<file path="config.mk">
export PLATFORM = sky130hd
export DESIGN_NAME = box_fill
export DESIGN_NICKNAME = d
export VERILOG_FILES = /design/src/rtl/mfa_pkg.sv /design/src/rtl/box_acc_bank.sv /design/src/rtl/box_fill.sv
export SDC_FILE = /design/constraint.sdc
export NUM_CORES = 1
export LEC_CHECK = 0
export ABC_AREA = 1
export CAP_MARGIN = 20
export CORE_MARGIN = 2
export CORE_UTILIZATION = 45
export CTS_BUF_LIST = sky130_fd_sc_hd__clkbuf_8 sky130_fd_sc_hd__clkbuf_16
export DETAILED_ROUTE_END_ITERATION = 10
export DONT_BUFFER_PORTS = 1
export PLACE_DENSITY = 0.6
export SYNTH_ARGS = -nofsm -noshare
export SYNTH_HDL_FRONTEND = slang
export SYNTH_SLANG_ARGS = --single-unit
</file>
<file path="constraint.sdc">
create_clock -name CLK -period 5.5 [get_ports CLK]
set_clock_uncertainty 0.05 [all_clocks]
set_input_delay 0.825 -clock CLK [delete_from_list [all_inputs] [get_ports CLK]]
set_output_delay 0.825 -clock CLK [all_outputs]
set_load 0.02 [all_outputs]
</file>
<file path="src/rtl/mfa_pkg.sv">
// mfa_pkg: shared defaults, state encoding and saturating-add helper
// for the MFA box-counting pipeline.
package mfa_pkg;

  localparam int DEF_BOX_IDX  = 3;
  localparam int DEF_IMG_IDX  = 5;
  localparam int DEF_DATA_LEN = 12;

  localparam logic FINE_REGION = 1'b0;

  typedef enum logic [1:0] {
    IDLE,
    ACCUM,
    FLUSH,
    DONE
  } fill_state_e;

  function automatic logic [31:0] sat_add(
    input logic [31:0] a,
    input logic        b,
    input int          w
  );
    logic [31:0] mx;
    mx = (32'd1 << w) - 32'd1;
    return (b && (a < mx)) ? a + 32'd1 : a;
  endfunction

endpackage

</file>
<file path="src/rtl/box_acc_bank.sv">
// box_acc_bank: one saturating accumulator per finest box column,
// with an increment port and a read-and-clear port.
module box_acc_bank
  import mfa_pkg::*;
#(
  parameter int BOX_IDX  = DEF_BOX_IDX,
  parameter int DATA_LEN = DEF_DATA_LEN
) (
  input  logic                i_clk,
  input  logic                i_rst_n,
  input  logic                i_clr,
  input  logic                i_inc_en,
  input  logic [BOX_IDX-1:0]  i_inc_idx,
  input  logic                i_inc_pix,
  input  logic                i_rd_en,
  input  logic [BOX_IDX-1:0]  i_rd_idx,
  output logic [DATA_LEN-1:0] o_rd_data
);

  localparam int NB = 1 << BOX_IDX;

  logic [DATA_LEN-1:0] r_acc [NB];
  logic [DATA_LEN-1:0] w_inc_val;

  assign w_inc_val = DATA_LEN'(sat_add(
    32'(r_acc[i_inc_idx]), i_inc_pix, DATA_LEN));

  // a read in the same cycle as an increment sees the new count
  assign o_rd_data =
    (i_inc_en && (i_inc_idx == i_rd_idx)) ?
    w_inc_val : r_acc[i_rd_idx];

  always_ff @(posedge i_clk or negedge i_rst_n) begin
    if (!i_rst_n) begin
      for (int k = 0; k < NB; k++) r_acc[k] <= '0;
    end else if (i_clr) begin
      for (int k = 0; k < NB; k++) r_acc[k] <= '0;
    end else begin
      for (int k = 0; k < NB; k++) begin
        if (i_rd_en && (i_rd_idx == BOX_IDX'(k)))
          r_acc[k] <= '0;
        else if (i_inc_en && (i_inc_idx == BOX_IDX'(k)))
          r_acc[k] <= w_inc_val;
      end
    end
  end

endmodule

</file>
<file path="src/rtl/box_fill.sv">
// box_fill: counts set pixels per finest box and writes them to the
// box-count RAM. Optional occupied-box counter: BOX_FILL_OCC_CNT_EN.
module box_fill
  import mfa_pkg::*;
#(
  parameter int BOX_IDX  = DEF_BOX_IDX,
  parameter int IMG_IDX  = DEF_IMG_IDX,
  parameter int DATA_LEN = DEF_DATA_LEN
) (
  input  logic                CLK,
  input  logic                RST,
  input  logic                start,
  input  logic                pix,
  input  logic                pix_valid,
  output logic                pix_ready,
  output logic                BC_mode,
  output logic                wen_bc,
  output logic [2*BOX_IDX:0]  BC_wr_addr,
  output logic [DATA_LEN-1:0] bc_data,
  output logic                done
`ifdef BOX_FILL_OCC_CNT_EN
  ,
  output logic [2*BOX_IDX:0]  occ_cnt
`endif
);

  localparam int SB = IMG_IDX - BOX_IDX;

  fill_state_e r_state, w_next;

  logic [IMG_IDX-1:0]  r_col, r_row;
  logic [BOX_IDX-1:0]  r_by, r_fi;
  logic                r_wen, r_bc_mode;
  logic [2*BOX_IDX:0]  r_addr;
  logic [DATA_LEN-1:0] r_data;

  logic                w_start, w_accept;
  logic                w_row_end, w_eobr;
  logic                w_fl_last, w_rd_en;
  logic [BOX_IDX-1:0]  w_bx, w_row_by;
  logic [BOX_IDX-1:0]  w_rd_idx, w_by_src;
  logic [DATA_LEN-1:0] w_rd_data;

  assign w_bx     = r_col[IMG_IDX-1 -: BOX_IDX];
  assign w_row_by = r_row[IMG_IDX-1 -: BOX_IDX];

  generate
    if (SB == 0) begin : g_s1
      assign w_row_end = 1'b1;
    end else begin : g_sn
      assign w_row_end = &r_row[SB-1:0];
    end
  endgenerate

  assign w_start   = (r_state == IDLE) && start;
  assign w_accept  = (r_state == ACCUM) && pix_valid;
  assign w_eobr    = w_accept && (&r_col) && w_row_end;
  assign w_fl_last = (r_state == FLUSH) && (&r_fi);

  // the read for box i is issued one edge early so the
  // registered write lines up with flush cycle i
  assign w_rd_en  = w_eobr ||
                    ((r_state == FLUSH) && !(&r_fi));
  assign w_rd_idx = w_eobr ? '0 : r_fi + 1'b1;
  assign w_by_src = w_eobr ? w_row_by : r_by;

  assign pix_ready  = (r_state == ACCUM);
  assign done       = (r_state == DONE);
  assign BC_mode    = r_bc_mode;
  assign wen_bc     = r_wen;
  assign BC_wr_addr = r_addr;
  assign bc_data    = r_data;

  always_ff @(posedge CLK or negedge RST) begin
    if (!RST) r_state <= IDLE;
    else      r_state <= w_next;
  end

  always_comb begin
    w_next = r_state;
    unique case (r_state)
      IDLE:  if (start) w_next = ACCUM;
      ACCUM: if (w_eobr) w_next = FLUSH;
      FLUSH: if (w_fl_last)
               w_next = (&r_by) ? DONE : ACCUM;
      DONE:  w_next = IDLE;
      default: w_next = IDLE;
    endcase
  end

  always_ff @(posedge CLK or negedge RST) begin
    if (!RST) begin
      r_col     <= '0;
      r_row     <= '0;
      r_by      <= '0;
      r_fi      <= '0;
      r_wen     <= 1'b0;
      r_addr    <= '0;
      r_data    <= '0;
      r_bc_mode <= 1'b1;
    end else begin
      r_wen <= w_rd_en;
      if (w_rd_en) begin
        r_addr <= {w_rd_idx, FINE_REGION, w_by_src};
        r_data <= w_rd_data;
      end
      if (w_start) begin
        r_col     <= '0;
        r_row     <= '0;
        r_bc_mode <= 1'b1;
      end else if (w_accept) begin
        r_col <= r_col + 1'b1;
        if (&r_col) r_row <= r_row + 1'b1;
      end
      if (w_eobr) begin
        r_by <= w_row_by;
        r_fi <= '0;
      end else if (r_state == FLUSH) begin
        r_fi <= r_fi + 1'b1;
      end
      if (r_state == DONE) r_bc_mode <= 1'b0;
    end
  end

  box_acc_bank #(
    .BOX_IDX  (BOX_IDX),
    .DATA_LEN (DATA_LEN)
  ) u_bank (
    .i_clk     (CLK),
    .i_rst_n   (RST),
    .i_clr     (w_start),
    .i_inc_en  (w_accept),
    .i_inc_idx (w_bx),
    .i_inc_pix (pix),
    .i_rd_en   (w_rd_en),
    .i_rd_idx  (w_rd_idx),
    .o_rd_data (w_rd_data)
  );

`ifdef BOX_FILL_OCC_CNT_EN
  logic [2*BOX_IDX:0] r_occ;

  always_ff @(posedge CLK or negedge RST) begin
    if (!RST)
      r_occ <= '0;
    else if (w_start)
      r_occ <= '0;
    else if (r_wen && (r_data != '0))
      r_occ <= r_occ + 1'b1;
  end

  assign occ_cnt = r_occ;
`endif

endmodule

</file>
# Yosys cells after proc, flatten, opt, wreduce, memory -nomap -nowiden
# Cells that the tools add are included.
[classes]
n_addsub = 4
magnitude_cmp = 3
eq_ne = 21
mux = 41
bitwise_logic = 2
n_reduce_logical = 47
[ops]
columns = ["op", "n"]
rows = [
  ["$mux W12", 22],
  ["$mux W96", 1],
  ["$bmux W12 S3", 2],
  ["$mux W5", 5],
  ["$eq A3 B3 Y1 const B", 8],
  ["$logic_and A1 B1 Y1", 24],
  ["$reduce_bool A3 Y1", 8],
  ["$add A12 B1 Y12 const B", 1],
  ["$eq A3 B2 Y1 const B", 4],
  ["$lt A12 B12 Y1 const B", 1],
  ["$mux W3", 4],
  ["$add A5 B1 Y5 const B", 2],
  ["$reduce_and A3 Y1", 3],
  ["$ge A4 B4 Y1 const B", 2],
  ["$mux W2", 4],
  ["$not A3 Y4", 2],
  ["$pmux W2 S4", 1],
  ["$reduce_bool A2 Y1", 4],
  ["$eq A3 B1 Y1 const B", 2],
  ["$logic_not A3 Y1", 2],
  ["$reduce_and A5 Y1", 1],
  ["$eq A2 B2 Y1 const B", 2],
  ["$ne A2 B2 Y1 const B", 2],
  ["$reduce_and A2 Y1", 2],
  ["8 further kinds", 9],
]
[totals]
reg_bits = 134

# Longest topological paths before layout
# Gate-level depths: netlist (run 1).
[logic_depth]
depth_word = 10
ltp_mapped = 20

# Hierarchy
# From an unflattened synthesis (run 1), not the netlist that was laid out.
[hier_totals]
hier_cells = 1160
area_unflattened_um2 = 8075.2
[by_module_without_submodules]
columns = ["module", "n_inst", "cells_per_inst", "area_per_inst_um2"]
rows = [
  ["box_acc_bank", 1, 965, 6343.6],
  ["box_fill", 1, 195, 1731.7],
]

# Least setup slack after synthesis (run 1)
# OpenSTA, ideal clock, no wires.
[synth_timing]
path_kind = "reg2reg"
startpoint = "reg r_col[2]"
endpoint = "reg u_bank.r_acc[93] (netlist bit)"
setup_ps = 127
t_arrival_ps = 2171
slack_ps = 3151
path_stages_with_launch = 18
n_path_buf = 2
cell_sequence = "dfrtp_1 > buf_6 > buf_4 > nand2_1 > nor2_1 > a21oi_1 > nand3_1 > nand2_1 > inv_1 > ha_1 > nand3_1 > nor2_1 > nand2_1 > nor2_2 > nor2_4 > nand3_2 > nand3_1 > o21ai_0"
[synth_between]
elab_chain_len = 10
elab_cells_between_ends = 21
classes_between = "add/sub: 1; order compare: 1; mux: 8; bitwise: 1; reduce/logical: 10"
[synth_lines]
columns = ["item", "line_no", "source"]
rows = [
  ["start, declared", "box_fill.sv:31", "logic [IMG_IDX-1:0] r_col, r_row;"],
  ["start signal, assigned", "box_fill.sv:112", "r_col <= r_col + 1'b1;"],
  ["$not A3 Y4 (implied by the code)", "box_acc_bank.sv:26", "32'(r_acc[i_inc_idx]), i_inc_pix, DATA_LEN));"],
  ["$bmux W12 S3", "box_acc_bank.sv:26", ""],
  ["$mux W12 (implied by the code) (2 in series)", "box_acc_bank.sv:26", ""],
  ["$lt A12 B12 Y1", "mfa_pkg.sv:25", "return (b && (a < mx)) ? a + 32'd1 : a;"],
  ["$logic_and A1 B1 Y1", "mfa_pkg.sv:25", ""],
  ["$mux W12", "mfa_pkg.sv:25", ""],
  ["$mux W12", "box_acc_bank.sv:42", "else if (i_inc_en && (i_inc_idx == BOX_IDX'(k)))"],
  ["$mux W12", "box_acc_bank.sv:40", "if (i_rd_en && (i_rd_idx == BOX_IDX'(k)))"],
  ["$mux W96", "box_acc_bank.sv:36", "end else if (i_clr) begin"],
  ["end signal, assigned by index", "box_acc_bank.sv:43", "r_acc[k] <= w_inc_val;"],
  ["end, declared", "box_acc_bank.sv:22", "logic [DATA_LEN-1:0] r_acc [NB];"],
]
# Several ways; a longest one is shown, not always the timed one. The select of a mux whose other input is x is not followed.
# A chain may end at the register's enable or synchronous reset.

# Worst setup path after layout (run 1)
[layout_timing]
startpoint = "reg r_col[3]"
endpoint = "reg u_bank.r_acc[8] (netlist bit)"
# The elaborated chain is that of the path after synthesis.

==> impl_results.md, run 1 <==
* Final Hold Fails at 0
* Resize count post-CTS at 0
* Clk Latency, worst-skew pair at 0.43 ns
* WL final at 27500 µm
* Setup TNS at 0 ns
* Most used DFF post-synth: dfrtp_1
* Max-cap violation count at 0
* PD cells at 548 nW/µm²
* Combinational power share at 0.446
* Syn Nets at 1117
* Compound-cell area share of the yosys netlist at 0.115
* Sequential power share at 0.300
* I/O Pins at 28
* CP Max Fanout at 27
* GPL Wtd Cong at 0.933
* Diodes inserted at 0
* Sw frac at 0.491
* Count leader, synth: nand2_1
* Sequential share of the synthesized area at 0.429
* Max IR drop VDD at 0.000279 V
* Overflow after GRT at 0
* CP startpoint kind: flop
* Slew headroom at 0.385
* CTS tree: done
* Die Y at 136 µm
* Post-DP HPWL at 17700 µm
* Post-synth ARST share at 1.00
* Crit path time final at 3.68 ns
* I/O Buffers at 0
* CTS Buf Count at 17
* Synth top cells by count: 458 x nand2_1, 133 x dfrtp_1, 81 x nand3_1, 79 x inv_1, 67 x o21ai_0
* Storage cell area at 3360 µm²
* Initial antenna violation count at 0
* CTS root buf: clkbuf_16
* Core Region at 17100 µm²
* Wire per inst at 20.6 µm
* Number of synthesized register bits at 134
* H-tree Lvls at 4
* Cell count after synthesis at 1106
* Clock Sinks at 134
* Clk slew on worst S/H paths at 0.07 ns
* Area grow syn2layout at 9.34%
* Cts hold-fix bufs at 0
* Post-Synth XOR/XNOR Area at 0.00672
* WP data required at 5.74 ns
* Vias per Instance at 5.66
* Fin nets at 1110
* Avg Cell Area, Syn at 7.07 µm²
* Number of synthesized flops with an enable pin at 0
* Via count at 7567
* Pint at 2.38 mW
* Pins Over Slew Limit at 0
* Crit path kind: flop to flop
* Final hold slack at 0.0359 ns
* Fraction of layout cells with a size suffix above 1 at 0.0890
* Simple-Gate Fraction of Synth Area at 0.359
* GRT Util Overall at 0.312
* Vias in the first global route at 7231
* Row Count at 48
* Ys Warns at 0
* Die Span X at 136 µm
* Clock Power Share at 0.254
* Max Root-Sink Buffers at 2
* Drt pass-1 iters at 5
* First DRT Iteration DRCs at 799
* Multi-input combinational cell area at 3850 µm²
* WP data arrival at 3.92 ns
* Layout fillers at 1744
* Mux cell area share after synthesis at 0
* Die area at 18400 µm²
* Largest cells by area after synthesis: dfrtp_1 43%, nand2_1 22%, nand3_1 5.2%
* ANT nets after route at 0
* Setup violators final at 0
* RSZ-0062 raised after global routing: false
* Post-synth top area share at 0.426
* CP endpoint kind: flop
* First-pass GRT wire length at 42500 µm
* Fmax at 271 MHz
* Synthesized cell area at 7820 µm²
* Worst slew pin tran at 0.922 ns
* Sw Pwr at 2.30 mW
* Largest net degree at the start of global routing at 135
* # DRC at 0
* Hold Path Class: input pin to asynchronous set/reset pin
* Final period utilization at 0.670
* Largest area contributor in the netlist: dfrtp_1
* Outcome: complete, no violations
* Post-Synth Adder-Cell Area at 0.00960
* Initial Util at 0.457
* Synth unique cells at 40
* Post-CTS Repair Setup Buffers at 0
* Leakage power at 4.20 nW
* Largest family of logic cells by synthesized area: simple AND/OR/NAND/NOR gates
[critical path, cell delays in order, from the launching register on]
cell and delay [ns]:
dfrtp_1 0.38, buf_4 0.26, inv_2 0.52, nand2_1 0.24, nor2_1 0.14, a21oi_1 0.05
nand3_1 0.07, nand2_1 0.12, inv_1 0.16, ha_1 0.22, nand3_1 0.14, nor2_1 0.17
nand3_1 0.16, inv_1 0.14, nand4_1 0.23, nand2_1 0.33, o21ai_0 0.13
[cell families (layout without fill, tap and decap cells)]
group	after synthesis	after routing
simple gates	654	654
other cells	1	1
compound gates	168	168
buf+inv	137	143
fa+ha+maj	6	6
xor+xnor	6	6
flops	134	134
[state kept, by name, summed over array words and instances, names as in the netlist, 2 cells and up]
name          cells
u_bank.r_acc     96
bc_data          12
BC_wr_addr        6
r_col             5
r_row             5
r_by              3
r_fi              3
r_state           2
[through the flow]
step	instance area [µm²]	util	std cells	setup slack [ns]	total power, mW
after floorplan	7820	-	1106	3.15	2.77
after detailed placement	7950	0.464	1305	1.96	3.46
final	8550	0.500	1337	1.82	4.68
after global routing	8550	0.500	1337	1.52	4.91
after global placement	7950	0.464	1305	1.95	3.46
after CTS	8550	0.500	1337	1.94	4.64
[cell type report]
type                       count  area share
clock buffer                  19      0.0530
clock inverter                13      0.0173
inverter                     100      0.0445
multi-input combinational    835       0.450
sequential                   134       0.392
tap                          225      0.0329
timing repair buffer          11     0.00966
[power groups by stage]
stage	combinational [mW]	sequential [mW]	clock, mW
detailed placement	2.04	1.42	0
CTS	2.05	1.41	1.19
global placement	2.04	1.42	0
floorplan	1.40	1.37	0
finish	2.09	1.41	1.19
global route	2.24	1.43	1.24
[final timing paths]
path                       slack (ns)                to     start  cells after the start
min                              0.04  u_bank.r_acc[18]       RST                      0
max in group asynchronous        5.09           BC_mode       RST                      0
min in group CLK                 0.45           r_fi[2]   r_fi[2]                      2
max reg2reg                      1.82   u_bank.r_acc[8]  r_col[3]                     16
max                              1.82   u_bank.r_acc[8]  r_col[3]                     16
min reg2reg                      0.45           r_fi[2]   r_fi[2]                      2
[cells in the final DEF (no fill, tap or decap), types with 6 or more instances in the layout]
| master | n |
|---|---|
| nand2_1 | 458 |
| dfrtp_1 | 132 |
| nand3_1 | 81 |
| inv_1 | 80 |
| o21ai_0 | 67 |
| nor2_1 | 60 |
| a21oi_1 | 34 |
| o21ai_1 | 29 |
| o22ai_1 | 28 |
| clkbuf_16 | 17 |
| inv_2 | 16 |
| nand2_2 | 14 |
| nand4_1 | 11 |
| buf_4 | 11 |
| xor2_1 | 6 |
| ha_1 | 6 |
[per-layer routing]
layer  vias to the layer above  track usage  part of all wire
met2                       360        0.473              0.44
met5                         -            0            0.0016
met4                         3        0.146             0.039
met3                        74       0.0615             0.086
li1                       3546            -                 -
met1                      3584        0.429              0.43
Power figures use the tool's default switching activity.
==> run 2, diff against run 1 <==
--- a/config.mk
+++ b/config.mk
@@ -5,7 +5,7 @@
 export SDC_FILE = /design/constraint.sdc
 export NUM_CORES = 1
 export LEC_CHECK = 0
-export ABC_AREA = 1
+export ABC_AREA = 0
 export CAP_MARGIN = 20
 export CORE_MARGIN = 2
 export CORE_UTILIZATION = 45
==> constraint.sdc (replaced) <==
create_clock -name CLK -period 3.8 [get_ports CLK]
set_clock_uncertainty 0.05 [all_clocks]
set_input_delay 0.57 -clock CLK [delete_from_list [all_inputs] [get_ports CLK]]
set_output_delay 0.57 -clock CLK [all_outputs]
set_load 0.02 [all_outputs]
==> run 2 against run 1 <==
Compared with the run above:
- the flow now finishes with violations (hold timing)
- total power grew 66%
- clock power grew 53%
- first-iteration DRC count fell by 1.9%
- critical path type unchanged
- largest power group unchanged
==> impl_results.md, run 2 <==
* Outcome: complete, but fails checks (was complete, no violations)
* Failing checks: hold timing
* Ys Warns at 0 (unchanged)
* Setup slack after layout at 0.222 ns (was 1.82 ns)
* Post-synth top area share at 0.452 (was 0.426)
* Largest area contributor in the netlist: dfrtp_1 (unchanged)
* Area grow syn2layout at 15.7% (was 9.34%)
* Initial Util at 0.462 (was 0.457)
* H-tree Lvls at 4 (unchanged)
* Fin nets at 736 (was 1110)
* CTS tree: done (unchanged)
* Layout fillers at 1414 (was 1744)
* Row Count at 46 (was 48)
* # DRC at 0 (unchanged)
* PD cells at 914 nW/µm² (was 548 nW/µm²)
* GPL Wtd Cong at 0.950 (was 0.933)
* Final Hold Fails at 1 (was 0)
* Pins Over Slew Limit at 0 (unchanged)
* RSZ-0062 raised after global routing: false (unchanged)
* Vias in the first global route at 6481 (was 7231)
* Most common cell after layout, fill and taps aside: dfrtp_1 (was nand2_1)
* Clk slew on worst S/H paths at 0.06 ns (was 0.07 ns)
* I/O Buffers at 0 (unchanged)
* Crit path buffers/inverters at 1 (was 4)
* Via count at 6439 (was 7567)
* Max IR drop VDD at 0.000454 V (was 0.000279 V)
* Avg Cell Area, Syn at 10.4 µm² (was 7.07 µm²)
* Vias per Instance at 6.75 (was 5.66)
* Diodes inserted at 0 (unchanged)
* Sw frac at 0.420 (was 0.491)
* Pint at 4.52 mW (was 2.38 mW)
* Crit path time final at 3.58 ns (was 3.68 ns)
* Sequential power share at 0.312 (was 0.300)
* Count leader, synth: dfrtp_1 (was nand2_1)
* Clock Sinks at 134 (unchanged)
* Syn Nets at 717 (was 1117)
* Placed insts at 921 (was 1305)
* Worst slew pin tran at 0.959 ns (was 0.922 ns)
* Fmax at 280 MHz (was 271 MHz)
* CTS Buf Count at 17 (unchanged)
* Sequential share of the synthesized area at 0.455 (was 0.429)
* ANT nets after route at 0 (unchanged)
* Initial antenna violation count at 0 (unchanged)
* Overflow after GRT at 0 (unchanged)
* Worst slack, placed at 0.301 ns (was 1.96 ns)
* Largest cells by area after synthesis: dfrtp_1 45%, a22o_1 10%, mux2i_1 4.9% (was dfrtp_1 43%, nand2_1 22%, nand3_1 5.2%)
* First-pass GRT wire length at 39800 µm (was 42500 µm)
* Setup TNS at 0 ns (unchanged)
* Synth unique cells at 79 (was 40)
* Largest Register: u_bank.r_acc (unchanged)
* Clk Latency, worst-skew pair at 0.43 ns (about the same)
* Sw Pwr at 3.28 mW (was 2.30 mW)
* Leakage power at 3.85 nW (was 4.20 nW)
* Fraction of layout cells with a size suffix above 1 at 0.199 (was 0.0890)
* Final hold slack at -0.00183 ns (was 0.0359 ns)
* Slew headroom at 0.350 (was 0.385)
* Die Y at 132 µm (was 136 µm)
* Final period utilization at 0.941 (was 0.670)
* Die area at 17400 µm² (was 18400 µm²)
* Setup violators final at 0 (unchanged)
* Number of synthesized register bits at 134 (unchanged)
* Die Span X at 132 µm (was 136 µm)
* Largest net degree at the start of global routing at 135 (unchanged)
* Worst path cell trace: buf_12, nand2_1, o22ai_1, a211oi_2, nand4b_4, or3_1, o21ai_1, mux2_2, o221a_2 (was buf_4, inv_2, nand2_1, nor2_1, a21oi_1, nand3_1, nand2_1, inv_1, ha_1, nand3_1, nor2_1, nand3_1, inv_1, nand4_1, nand2_1, o21ai_0)
* CP endpoint kind: flop (unchanged)
* CP startpoint kind: flop (unchanged)
* WL final at 25500 µm (was 27500 µm)
* Slowest CP cell: dfrtp_2 (was inv_2)
* Combinational power share at 0.455 (was 0.446)
* CP Max Fanout at 24 (was 27)
* Most used DFF post-synth: dfrtp_1 (unchanged)
* Synthesized cell area at 7370 µm² (was 7820 µm²)
* Hold Path Class: input pin to asynchronous set/reset pin (unchanged)
* Max-cap violation count at 0 (unchanged)
* CTS root buf: clkbuf_16 (unchanged)
* Commonest cells after routing, fill and taps aside: 132 x dfrtp_1, 88 x a22o_1, 55 x buf_4 (was 458 x nand2_1, 132 x dfrtp_1, 81 x nand3_1)
* WP data arrival at 3.84 ns (was 3.92 ns)
* Final non-filler cell total at 954 (was 1337)
* Final Instance Area at 8530 µm² (was 8550 µm²)
* WP data required at 4.07 ns (was 5.74 ns)
* Post-CTS Repair Setup Buffers at 0 (unchanged)
* Largest stage delay on the critical path at 0.62 ns (was 0.52 ns)
* Clock Power Share at 0.233 (was 0.254)
* Cell family with most CP delay: compound AO/OA/AOI/OAI gates (was simple AND/OR/NAND/NOR gates)
* First DRT Iteration DRCs at 784 (was 799)
* Synth top cells by count: 133 x dfrtp_1, 88 x a22o_1, 51 x nand2_1, 43 x a21oi_1, 42 x nor2_1 (was 458 x nand2_1, 133 x dfrtp_1, 81 x nand3_1, 79 x inv_1, 67 x o21ai_0)
* Max reg flops at 96 (unchanged)
* I/O Pins at 28 (unchanged)
* Wire per inst at 26.7 µm (was 20.6 µm)
* Cell count after synthesis at 706 (was 1106)
* Post-DP HPWL at 17100 µm (was 17700 µm)
* Core Region at 15900 µm² (was 17100 µm²)
* Overall Power at 7.80 mW (was 4.68 mW)
* Post-synth ARST share at 1.00 (unchanged)
* Placed inst area at 7850 µm² (was 7950 µm²)
* Crit path kind: flop to flop (unchanged)
* Number of synthesized flops with an enable pin at 0 (unchanged)
* Max Root-Sink Buffers at 2 (unchanged)
* Drt pass-1 iters at 5 (unchanged)
* GRT Util Overall at 0.303 (was 0.312)
## run 2: per-stage QoR
stage                      util  hold WS [ns]
after detailed placement  0.492         0.228
after CTS                 0.535         0.110
after global placement    0.492         0.229
final                     0.535      -0.00183
after global routing      0.535        0.0579
after floorplan               -         0.224
## run 2: area by class of cell
| cell class | instances | area [µm²] | area share |
|---|---|---|---|
| Multi-Input combinational cell | 508 | 3770 | 0.442 |
| Tap cell | 216 | 270 | 0.0317 |
| Timing Repair Buffer | 57 | 460 | 0.0540 |
| Sequential cell | 134 | 3360 | 0.394 |
| Clock buffer | 17 | 425 | 0.0499 |
| Inverter | 7 | 26.3 | 0.00308 |
| Clock inverter | 15 | 218 | 0.0255 |
## run 2: worst paths after layout
path,end,slack [ns],cells past startpoint,from
max,bc_data[1],0.22,9,r_col[3]
min,u_bank.r_acc[20],-0.002,1,RST
max reg2reg,bc_data[1],0.22,9,r_col[3]
min reg2reg,r_by[1],0.46,2,r_by[1]
max in group asynchronous,u_bank.r_acc[92],3.07,1,RST
min in group CLK,r_state[0],0.38,2,start
## run 2: layer usage
layer,vias up,track usage,wire [µm]
li1,2765,-,-
met1,3223,0.412,10500
met2,377,0.461,11700
met3,74,0.0657,2070
met4,0,0.150,1240
met5,-,0,0
## run 2: cells by family (layout without fill, tap and decap cells)
| family | count (synthesis) | in the layout | synth area share |
|---|---|---|---|
| buffers and inverters | 64 | 96 | 0.0387 |
| AOI/OAI and AO/OA | 246 | 246 | 0.257 |
| muxes | 66 | 66 | 0.0963 |
| other | 1 | 1 | 0.000509 |
| xor gates and xnor gates | 14 | 14 | 0.0197 |
| adders and majority gates | 6 | 6 | 0.0102 |
| DFF | 134 | 134 | 0.455 |
| and+or+nand+nor | 175 | 175 | 0.122 |
## run 2: timing repair
item	4_1_cts	5_1_grt
gates resized for setup	0	1
hold buffers	1	0
endpoints found under the setup margin	0	1
hold endpoints to repair	134	0
## run 2: power by group through the flow
stage          registers, mW  logic, mW  clock network [mW]
6_report                2.43       3.54                1.82
3_3_place_gp            2.41       3.40                   0
3_5_place_dp            2.41       3.44                   0
2_1_floorplan           2.20       2.47                   0
4_1_cts                 2.40       3.48                1.84
5_1_grt                 2.48       3.82                1.93
==> run 3, diff against run 2 <==
--- a/config.mk
+++ b/config.mk
@@ -13,6 +13,7 @@
 export DETAILED_ROUTE_END_ITERATION = 10
 export DONT_BUFFER_PORTS = 1
 export PLACE_DENSITY = 0.6
+export REMOVE_ABC_BUFFERS = 1
 export SYNTH_ARGS = -nofsm -noshare
 export SYNTH_HDL_FRONTEND = slang
 export SYNTH_SLANG_ARGS = --single-unit
==> run 3 against run 2 <==
Compared with the run above:
- the flow still finishes with violations (hold timing)
- core utilization barely moved
- setup slack lost 0.053 ns
- via count grew 1.2%
- cell count decreased by 0.52%
==> impl_results.md, run 3 (synthesis results as in run 2) <==
* Die area at 17400 µm² (unchanged)
* WP data required at 4.07 ns (about the same)
* Final hold slack at -0.0195 ns (was -0.00183 ns)
* I/O Pins at 28 (unchanged)
* Die Y at 132 µm (unchanged)
* Post-DP HPWL at 16400 µm (was 17100 µm)
* Die Span X at 132 µm (unchanged)
* Fmax at 275 MHz (was 280 MHz)
* PD cells at 907 nW/µm² (was 914 nW/µm²)
* Fraction of layout cells with a size suffix above 1 at 0.201 (was 0.199)
* WL final at 25200 µm (was 25500 µm)
* Setup violators final at 0 (unchanged)
* Hold Path Class: input pin to asynchronous set/reset pin (unchanged)
* Drt pass-1 iters at 6 (was 5)
* Core Region at 15900 µm² (unchanged)
* Max-cap violation count at 0 (unchanged)
* H-tree Lvls at 4 (unchanged)
* WP data arrival at 3.90 ns (was 3.84 ns)
* Final period utilization at 0.955 (was 0.941)
* Most common cell after layout, fill and taps aside: dfrtp_1 (unchanged)
* First DRT Iteration DRCs at 765 (was 784)
* Fin nets at 731 (was 736)
* Setup TNS at 0 ns (unchanged)
* Clock Sinks at 134 (unchanged)
* CP endpoint kind: flop (unchanged)
* Leakage power at 3.84 nW (was 3.85 nW)
* Slew headroom at 0.362 (was 0.350)
* Vias per Instance at 6.86 (was 6.75)
* Initial antenna violation count at 0 (unchanged)
* Post-CTS Repair Setup Buffers at 0 (unchanged)
* Overflow after GRT at 0 (unchanged)
* Initial Util at 0.462 (unchanged)
* # DRC at 0 (unchanged)
* GPL Wtd Cong at 0.963 (was 0.950)
* Largest Register: u_bank.r_acc (unchanged)
* Overall Power at 7.73 mW (was 7.80 mW)
* Vias in the first global route at 6319 (was 6481)
* Diodes inserted at 0 (unchanged)
* ANT nets after route at 0 (unchanged)
* Crit path time final at 3.63 ns (was 3.58 ns)
* I/O Buffers at 0 (unchanged)
* Global routing usage on met2 at 0.441 (was 0.461)
* Area grow syn2layout at 15.7% (about the same)
* CP startpoint kind: flop (unchanged)
* Commonest cells after routing, fill and taps aside: 132 x dfrtp_1, 88 x a22o_1, 51 x nand2_1, 51 x buf_4, 43 x a21oi_1 (was 132 x dfrtp_1, 88 x a22o_1, 55 x buf_4)
* Via count at 6514 (was 6439)
* Met1 usage at 0.398 (was 0.412)
* Worst slew pin tran at 0.955 ns (was 0.959 ns)
* Clk slew on worst S/H paths at 0.06 ns (about the same)
* Layout fillers at 1416 (was 1414)
* Max reg flops at 96 (unchanged)
* Pins Over Slew Limit at 0 (unchanged)
* Row Count at 46 (unchanged)
* Grt peak-use layer: met2 (unchanged)
* CTS root buf: clkbuf_16 (unchanged)
* First-pass GRT wire length at 38400 µm (was 39800 µm)
* Failing checks: hold timing (unchanged)
* Outcome: complete, but fails checks (unchanged)
* Met3 usage at 0.0796 (was 0.0657)
* GRT Util Overall at 0.292 (was 0.303)
* CTS tree: done (unchanged)
* Max IR drop VDD at 0.000419 V (was 0.000454 V)
* CTS Buf Count at 17 (unchanged)
* Wire per inst at 26.5 µm (was 26.7 µm)
* Final Hold Fails at 2 (was 1)
* RSZ-0062 raised after global routing: false (unchanged)
* Largest net degree at the start of global routing at 135 (unchanged)
* Max Root-Sink Buffers at 2 (unchanged)
* CP Max Fanout at 14 (was 24)
* Clk Latency, worst-skew pair at 0.43 ns (about the same)
* Crit path kind: flop to flop (unchanged)
==> run 3: changes by cell type in the layout (fill, tap and decap cells not counted), sizes merged <==
cell	before	now
clkinvlp	1	2
inv	12	7
clkinv	5	6
bufinv	4	5
buf	57	52
clkbuf	17	19
==> run 3: final cells by class <==
| class | instances | area, µm² | area share |
|---|---|---|---|
| tap | 216 | 270 | 0.0317 |
| timing repair buffer | 52 | 410 | 0.0482 |
| multi-input combinational | 508 | 3800 | 0.446 |
| clock buffer | 19 | 453 | 0.0532 |
| inverter | 7 | 26.3 | 0.00308 |
| clock inverter | 13 | 205 | 0.0241 |
| sequential | 134 | 3360 | 0.394 |
==> run 3: stage by stage <==
stage                     worst slack (ns)  instance area (µm²)  utilization  std cells
after floorplan                     -0.968                 7110            -        649
after global placement               0.158                 7830        0.491        916
after detailed placement             0.156                 7830        0.491        916
after CTS                            0.153                 8520        0.534        949
after global routing                0.0218                 8520        0.534        949
final                                0.170                 8520        0.534        949
==> run 3: routing by layer <==
layer  vias to the layer above  wire length, µm
li1                       2753                -
met2                       408            11500
met3                        73             2400
met5                         -                0
met1                      3280            10500
met4                         0              794
==> run 3: worst paths after layout <==
kind / to / slack [ns] / startpoint / cells after the start
min in group CLK: r_state[0] / 0.32 / start / 2
setup reg to reg: bc_data[1] / 0.17 / r_col[4] / 8
setup / recovery: bc_data[1] / 0.17 / r_col[4] / 8
hold / removal: u_bank.r_acc[52] / -0.02 / RST / 1
hold reg to reg: r_by[0] / 0.45 / r_by[0] / 2
max in group asynchronous: r_col[3] / 3.01 / RST / 1
==> run 3: power by group <==
group	internal [mW]	switching, mW	total, mW
Combinational	1.42	1.99	3.41
Sequential	1.91	0.557	2.47
Clock	1.20	0.649	1.85
==> run 3: repair_timing <==
action                                 4_1_cts  5_1_grt
setup endpoints to repair                    0        8
hold buffers                                 1        0
resized for setup                            0        2
endpoints found under the hold margin      134        0
==> run 3: critical path, stage by stage (launching register included) <==
cell,delay [ns]
dfrtp_1,0.69
or2_1,0.46
o22ai_1,0.21
a211oi_2,0.35
nand4b_4,0.18
or3_1,0.54
o21ai_1,0.29
mux2_2,0.47
o221a_2,0.27
